### config.mk
export PLATFORM = sky130hd
export DESIGN_NAME = track_ctrl
export DESIGN_NICKNAME = d
export VERILOG_FILES = /design/src/rtl/track_ctrl.sv
export SDC_FILE = /design/constraint.sdc
export NUM_CORES = 1
export LEC_CHECK = 0
export BUFFER_PORTS_ARGS = -buffer_cell sky130_fd_sc_hd__buf_2
export CORE_MARGIN = 5
export CORE_UTILIZATION = 41
export CTS_BUF_LIST = sky130_fd_sc_hd__clkbuf_16
export DETAILED_ROUTE_END_ITERATION = 8
export MAX_ROUTING_LAYER = met4
export PLACE_DENSITY = 0.63
export RECOVER_POWER = 25
export SETUP_SLACK_MARGIN = 0.02
export SLEW_MARGIN = 30
export SYNTH_ARGS = -nofsm -noshare
export SYNTH_HDL_FRONTEND = slang
export SYNTH_SLANG_ARGS = --single-unit
### constraint.sdc
create_clock -name clk -period 4.8 [get_ports clk]
set_input_delay 0.96 -clock clk [delete_from_list [all_inputs] [get_ports clk]]
set_output_delay 0.96 -clock clk [all_outputs]
set_load 0.02 [all_outputs]
### src/rtl/track_ctrl.sv
// track_ctrl - line-follower decision stage.
//
// Takes the obstacle distance from the ultrasonic block and the three
// line-sensor bits, and produces the 2-bit drive mode for the motor block.
// Track bits are synchronised (2 flops) and debounced on a slow decision
// tick. A 5-state FSM follows the line, halts on obstacles with a
// clear-path hysteresis, and handles a lost line.
//
// Optional feature macro: TRACK_CTRL_LOST_SEARCH_EN
//   defined   - LOST keeps turning toward the last seen turn direction for
//               LOST_MAX ticks, then stops.
//   undefined - LOST stops immediately (no search counter is built).
//
// Ports:
//   clk          in   system clock
//   rst          in   asynchronous active-low reset
//   distance     in   [19:0] obstacle distance in cm, 0 = no echo (ignored)
//   left_track   in   1 = line under left sensor   (asynchronous)
//   mid_track    in   1 = line under middle sensor (asynchronous)
//   right_track  in   1 = line under right sensor  (asynchronous)
//   mode         out  [1:0] 00 STOP, 01 FORWARD, 10 LEFT, 11 RIGHT (registered)
//   state        out  [2:0] 0 BLOCKED, 1 FWD, 2 LEFT, 3 RIGHT, 4 LOST
//   blocked      out  high while in BLOCKED (registered)
module track_ctrl #(
  parameter int SAMPLE_DIV   = 100000,
  parameter int FILT_LEN     = 4,
  parameter int STOP_CM      = 20,
  parameter int GO_CM        = 25,
  parameter int RESUME_TICKS = 50,
  parameter int LOST_MAX     = 500
) (
  input  logic        clk,
  input  logic        rst,
  input  logic [19:0] distance,
  input  logic        left_track,
  input  logic        mid_track,
  input  logic        right_track,
  output logic [1:0]  mode,
  output logic [2:0]  state,
  output logic        blocked
);

  typedef enum logic [2:0] {
    ST_BLOCKED = 3'd0,
    ST_FWD     = 3'd1,
    ST_LEFT    = 3'd2,
    ST_RIGHT   = 3'd3,
    ST_LOST    = 3'd4
  } state_e;

  localparam int DIV_W = (SAMPLE_DIV > 1) ? $clog2(SAMPLE_DIV) : 1;
  localparam int AGR_W = $clog2(FILT_LEN + 1);
  localparam int CLR_W = $clog2(RESUME_TICKS + 1);

  localparam logic [DIV_W-1:0] DIV_LAST = DIV_W'(SAMPLE_DIV - 1);
  localparam logic [AGR_W-1:0] AGR_MAX  = AGR_W'(FILT_LEN);
  localparam logic [CLR_W-1:0] CLR_MAX  = CLR_W'(RESUME_TICKS);
  localparam logic [19:0]      STOP_V   = 20'(STOP_CM);
  localparam logic [19:0]      GO_V     = 20'(GO_CM);

  localparam logic [1:0] MODE_STOP  = 2'b00;
  localparam logic [1:0] MODE_FWD   = 2'b01;
  localparam logic [1:0] MODE_LEFT  = 2'b10;
  localparam logic [1:0] MODE_RIGHT = 2'b11;

`ifdef TRACK_CTRL_LOST_SEARCH_EN
  localparam int LOST_W = $clog2(LOST_MAX + 1);
  localparam logic [LOST_W-1:0] LOST_V = LOST_W'(LOST_MAX);
`endif

  // Map a filtered track vector {L,M,R} to a steering state; 101 holds.
  function automatic state_e decode(input logic [2:0] v, input state_e hold);
    state_e r;
    case (v)
      3'b010, 3'b111: r = ST_FWD;
      3'b100, 3'b110: r = ST_LEFT;
      3'b001, 3'b011: r = ST_RIGHT;
      3'b000:         r = ST_LOST;
      3'b101:         r = hold;
      default:        r = hold;
    endcase
    return r;
  endfunction

  logic [2:0]       sync1_q, sync2_q;
  logic [DIV_W-1:0] div_q, div_d;
  logic             tick;
  logic [2:0]       samp_q, samp_d;
  logic [2:0]       filt_q, filt_d;
  logic [AGR_W-1:0] agree_q, agree_d;
  logic [CLR_W-1:0] clr_q, clr_d;
  state_e           st_q, st_d, dec;
  logic [1:0]       mode_q, mode_d;
  logic             blocked_q, blocked_d;
  logic             obstacle, clear_path;
`ifdef TRACK_CTRL_LOST_SEARCH_EN
  logic [LOST_W-1:0] lost_q, lost_d;
  logic              last_dir_q, last_dir_d;   // 0 = LEFT, 1 = RIGHT
`endif

  // Decision tick: one-cycle pulse every SAMPLE_DIV clocks.
  always_comb begin
    tick = (div_q == DIV_LAST);
    if (tick) begin
      div_d = DIV_W'(0);
    end else begin
      div_d = div_q + DIV_W'(1);
    end
  end

  // Debounce filter: accept the sampled vector after FILT_LEN equal ticks.
  always_comb begin
    samp_d  = samp_q;
    agree_d = agree_q;
    filt_d  = filt_q;
    if (tick) begin
      samp_d = sync2_q;
      if (sync2_q == samp_q) begin
        agree_d = (agree_q < AGR_MAX) ? agree_q + AGR_W'(1) : agree_q;
      end else begin
        agree_d = AGR_W'(1);
      end
      // The FSM below decodes filt_d, so an accepted vector acts this tick.
      if (agree_d == AGR_MAX) begin
        filt_d = sync2_q;
      end else begin
        filt_d = filt_q;
      end
    end else begin
      samp_d = samp_q;
    end
  end

  // Steering FSM next state and its counters.
  always_comb begin
    st_d       = st_q;
    clr_d      = clr_q;
`ifdef TRACK_CTRL_LOST_SEARCH_EN
    lost_d     = lost_q;
    last_dir_d = last_dir_q;
`endif
    obstacle   = (distance != 20'd0) && (distance < STOP_V);
    clear_path = (distance != 20'd0) && (distance >= GO_V);
    dec        = decode(filt_d, st_q);

    if (tick) begin
      if (obstacle) begin
        st_d  = ST_BLOCKED;
        clr_d = CLR_W'(0);
      end else begin
        case (st_q)
          ST_BLOCKED: begin
            // distance 0 (no echo) leaves the clear count untouched
            if (distance == 20'd0) begin
              clr_d = clr_q;
            end else if (clear_path) begin
              clr_d = (clr_q < CLR_MAX) ? clr_q + CLR_W'(1) : clr_q;
            end else begin
              clr_d = CLR_W'(0);
            end
            if (clr_d >= CLR_MAX) begin
              // decode holds BLOCKED on 101; resume straight ahead then
              st_d  = (dec == ST_BLOCKED) ? ST_FWD : dec;
              clr_d = CLR_W'(0);
            end else begin
              st_d = ST_BLOCKED;
            end
          end
          ST_FWD, ST_LEFT, ST_RIGHT: begin
            st_d = dec;
          end
          ST_LOST: begin
            if (filt_d != 3'b000) begin
              st_d = (dec == ST_LOST) ? ST_FWD : dec;
            end else begin
              st_d = ST_LOST;
`ifdef TRACK_CTRL_LOST_SEARCH_EN
              lost_d = (lost_q < LOST_V) ? lost_q + LOST_W'(1) : lost_q;
`endif
            end
          end
          default: begin
            st_d = ST_BLOCKED;
          end
        endcase
      end
    end else begin
      st_d = st_q;
    end

`ifdef TRACK_CTRL_LOST_SEARCH_EN
    if ((st_d == ST_LOST) && (st_q != ST_LOST)) begin
      lost_d = LOST_W'(0);
    end else begin
      lost_d = lost_d;
    end
    if (st_d == ST_LEFT) begin
      last_dir_d = 1'b0;
    end else if (st_d == ST_RIGHT) begin
      last_dir_d = 1'b1;
    end else begin
      last_dir_d = last_dir_q;
    end
`endif
  end

  // Output decode from the next state, registered with the state.
  always_comb begin
    blocked_d = (st_d == ST_BLOCKED);
    case (st_d)
      ST_BLOCKED: mode_d = MODE_STOP;
      ST_FWD:     mode_d = MODE_FWD;
      ST_LEFT:    mode_d = MODE_LEFT;
      ST_RIGHT:   mode_d = MODE_RIGHT;
`ifdef TRACK_CTRL_LOST_SEARCH_EN
      ST_LOST:    mode_d = (lost_d < LOST_V) ?
                           (last_dir_d ? MODE_RIGHT : MODE_LEFT) : MODE_STOP;
`else
      ST_LOST:    mode_d = MODE_STOP;
`endif
      default:    mode_d = MODE_STOP;
    endcase
  end

  // All state registers, asynchronously reset.
  always_ff @(posedge clk or negedge rst) begin
    if (!rst) begin
      sync1_q    <= 3'b000;
      sync2_q    <= 3'b000;
      div_q      <= DIV_W'(0);
      samp_q     <= 3'b000;
      filt_q     <= 3'b000;
      agree_q    <= AGR_W'(0);
      clr_q      <= CLR_W'(0);
      st_q       <= ST_BLOCKED;
      mode_q     <= MODE_STOP;
      blocked_q  <= 1'b1;
`ifdef TRACK_CTRL_LOST_SEARCH_EN
      lost_q     <= LOST_W'(0);
      last_dir_q <= 1'b0;
`endif
    end else begin
      sync1_q    <= {left_track, mid_track, right_track};
      sync2_q    <= sync1_q;
      div_q      <= div_d;
      samp_q     <= samp_d;
      filt_q     <= filt_d;
      agree_q    <= agree_d;
      clr_q      <= clr_d;
      st_q       <= st_d;
      mode_q     <= mode_d;
      blocked_q  <= blocked_d;
`ifdef TRACK_CTRL_LOST_SEARCH_EN
      lost_q     <= lost_d;
      last_dir_q <= last_dir_d;
`endif
    end
  end

  assign mode    = mode_q;
  assign state   = st_q;
  assign blocked = blocked_q;

endmodule

==> flow_summary.toml <==
[placed_design]
hpwl_um = 4190
gp_congestion = 0.893
dp.cells = 375
io_buffers = 30

[detailed_routing]
vias = 2181
wl_um = 5890
drtIter0Drc = 100
wire_per_inst_um = 15.4
ant_nets = 0
viasPerCell = 5.69
drt_first_pass_iters = 4
drc_errors = 0

[floorplanning]
rows = 29
die_h_um = 90.7
die_area_mm2 = 0.00823
start_util_pct = 42.1
core_mm2 = 0.00635
die_w_um = 90.7
ios = 31

[clock_network]
clock_sink_count = 44
cts_buffers = 5
cts_tree = "done"
cts_hold_buf = 0
clkTransAtPathRegs_ns = 0.06
post-cts-setup-buffers = 0
worstSkewPairLatency_ns = 0.28
cts-root-buf = "clkbuf_16"
cts_resized = 0
ctsHtreeMaxLevel = 2
clockBufferDepth = 2

[setup_path]
worstSetupPathType = "reg -> reg"
crit_path_max_incr_delay_ns = 0.65
critPathBufInv = 1
critical-path-top-delay-family = "simple AND/OR/NAND/NOR gates"
worstPathCellList = "or4b_4, or4_4, nor3_2, buf_4, mux2_2, nand4bb_1, a32o_1, and3_1"
critPathMaxFanout = 13
crit_path_end_kind = "register"
crit_path_start_kind = "register"
cp.required_ns = 5.02
slowest_stage = "or4_4"
crit_arrival_ns = 3.38

[outcome]
violations = "max-capacitance violations, max-slew violations"
status = "complete, but fails checks"

[sta]
maxSlewHeadroom_pct = -56.8
rsz0062_at_grt = "false"
clock.fmax_mhz = 316
final.setup_skew_ns = 0.00688
slew_violations = 45
hold_slack_ns = 0.348
period_minus_slack_ns = 3.17
setup_viol = 0
timing.final.hold_violations = 0
worst_pin_slew_ns = 2.35
min_period_over_period_pct = 66.0
fin_tns_setup_ns = 0

[run]
maxCapViolCount = 1

[grt]
grt-busiest-layer = "met2"
gr-usage-met3_pct = 3.75
grt_usage_pct = 14.9
grt_pass1_vias = 2112
grtUsageMet1_pct = 19.4
grt_pass1_wl_um = 9930
overflow = 0
grtUsageMet2_pct = 22.9
antenna_found_initial = 0
grt_max_degree = 45

[yosys]
synth_fp_nets = 306
synth-edff-count = 0
ys_seq_area_share_pct = 41.3
syn-instance-count = 278
syn_area_mm2 = 0.00267
yosys_warnings = 0
synthArstFlopShare_pct = 100
ys.flop_type = "dfrtp_1"
syn_avg_cell_area_um2 = 9.61
yosysUniqueCellTypes = 64
synth-seq-cells = 44

[worst_hold_path]
min_path_type = "reg -> reg"

[power]
p_per_area_mw_per_mm2 = 262
vdd_drop_max_mv = 0.257
leakagePower_nw = 1.34

[final_layout]
final_common_cell = "dfrtp_1"
layout-drive-gt1-share_pct = 19.3
stdcell_count = 383
n_antenna_cell = 0
area_delta_synth_final_pct = 12.7
layout_common_cells = "43 x dfrtp_1, 35 x nand2_1, 29 x buf_2"
final_util_pct = 47.4
nNetsFinal = 333
area by class of cell:
| type | count | area (µm²) |
|---|---|---|
| fill | 612 | 3340 |
| multi-input combinational | 218 | 1470 |
| inverter | 4 | 15.0 |
| clock inverter | 3 | 42.5 |
| tap | 77 | 96.3 |
| clock buffer | 5 | 125 |
| timing repair buffer | 32 | 164 |
| sequential | 44 | 1100 |
per-stage QoR:
stage	cell area (µm²)	power, mW	setup slack (ns)
2_1_floorplan	2670	0.395	1.94
5_1_grt	3010	0.820	1.49
3_5_place_dp	2850	0.413	1.67
3_3_place_gp	2850	0.412	1.68
6_report	3010	0.790	1.63
4_1_cts	3020	0.800	1.65
power by group:
part	switching (mW)	internal (mW)
sequential	0.00438	0.373
clock	0.140	0.245
combinational	0.0159	0.0114
cells by family (layout without fill, tap and decap cells):
group,after synthesis,in the layout,synth area share (%)
AND/OR/NAND/NOR,124,124,26.6
buffers and inverters,16,44,3.84
flip-flops,44,44,41.3
XOR/XNOR,20,20,6.56
multiplexers,9,9,3.51
AO/OA/AOI/OAI,62,62,16.9
adder cells (fa/ha/maj),3,3,1.41
state kept, by name (all words and copies together) (netlist names):
signal   cells
agree_q      3
blocked      1
clr_q        6
div_q       17
filt_q       3
mode         2
samp_q       3
state        3
sync1_q      3
sync2_q      3
routing by layer:
layer	wire [µm]	share of wire, %
met3	412	7.0
met1	2830	48
met2	2590	44
met4	64	1.1
met5	0	0
Yosys cell counts, drive strengths merged, types with 3 or more instances:
| cell | n | share of area [%] |
|---|---|---|
| dfrtp | 43 | 40 |
| nand2 | 35 | 4.9 |
| nor2 | 18 | 2.5 |
| a21oi | 14 | 2.6 |
| xnor2 | 12 | 3.9 |
| nand3 | 10 | 1.9 |
| o21ai | 9 | 1.7 |
| and3 | 8 | 1.9 |
| nand4 | 8 | 1.9 |
| xor2 | 8 | 2.6 |
| a21o | 7 | 2.0 |
| clkbuf | 7 | 1.2 |
| nor3 | 7 | 1.5 |
| a31oi | 6 | 1.4 |
| mux2i | 6 | 2.2 |
| nor4 | 6 | 2.0 |
| buf | 5 | 2.1 |
| or3 | 5 | 1.2 |
| and2 | 4 | 1.0 |
| and4 | 4 | 1.3 |
| inv | 4 | 0.56 |
| a21boi | 3 | 0.84 |
| ha | 3 | 1.4 |
| mux2 | 3 | 1.3 |
| nand2b | 3 | 0.70 |
| o211ai | 3 | 0.84 |
worst paths after layout:
check / start / endpoint / slack (ns) / cells past startpoint
worst max-delay path: div_q[12] / blocked / 1.63 / 8
worst min-delay path: sync1_q[0] / sync2_q[0] / 0.35 / 0
worst max register to register: div_q[12] / blocked / 1.63 / 8
worst min register to register: sync1_q[0] / sync2_q[0] / 0.35 / 0
max in group asynchronous: rst / clr_q[0] / 2.07 / 1
min in group asynchronous: rst / div_q[3] / 1.39 / 1
No activity file was read; power rests on OpenSTA's default activity.
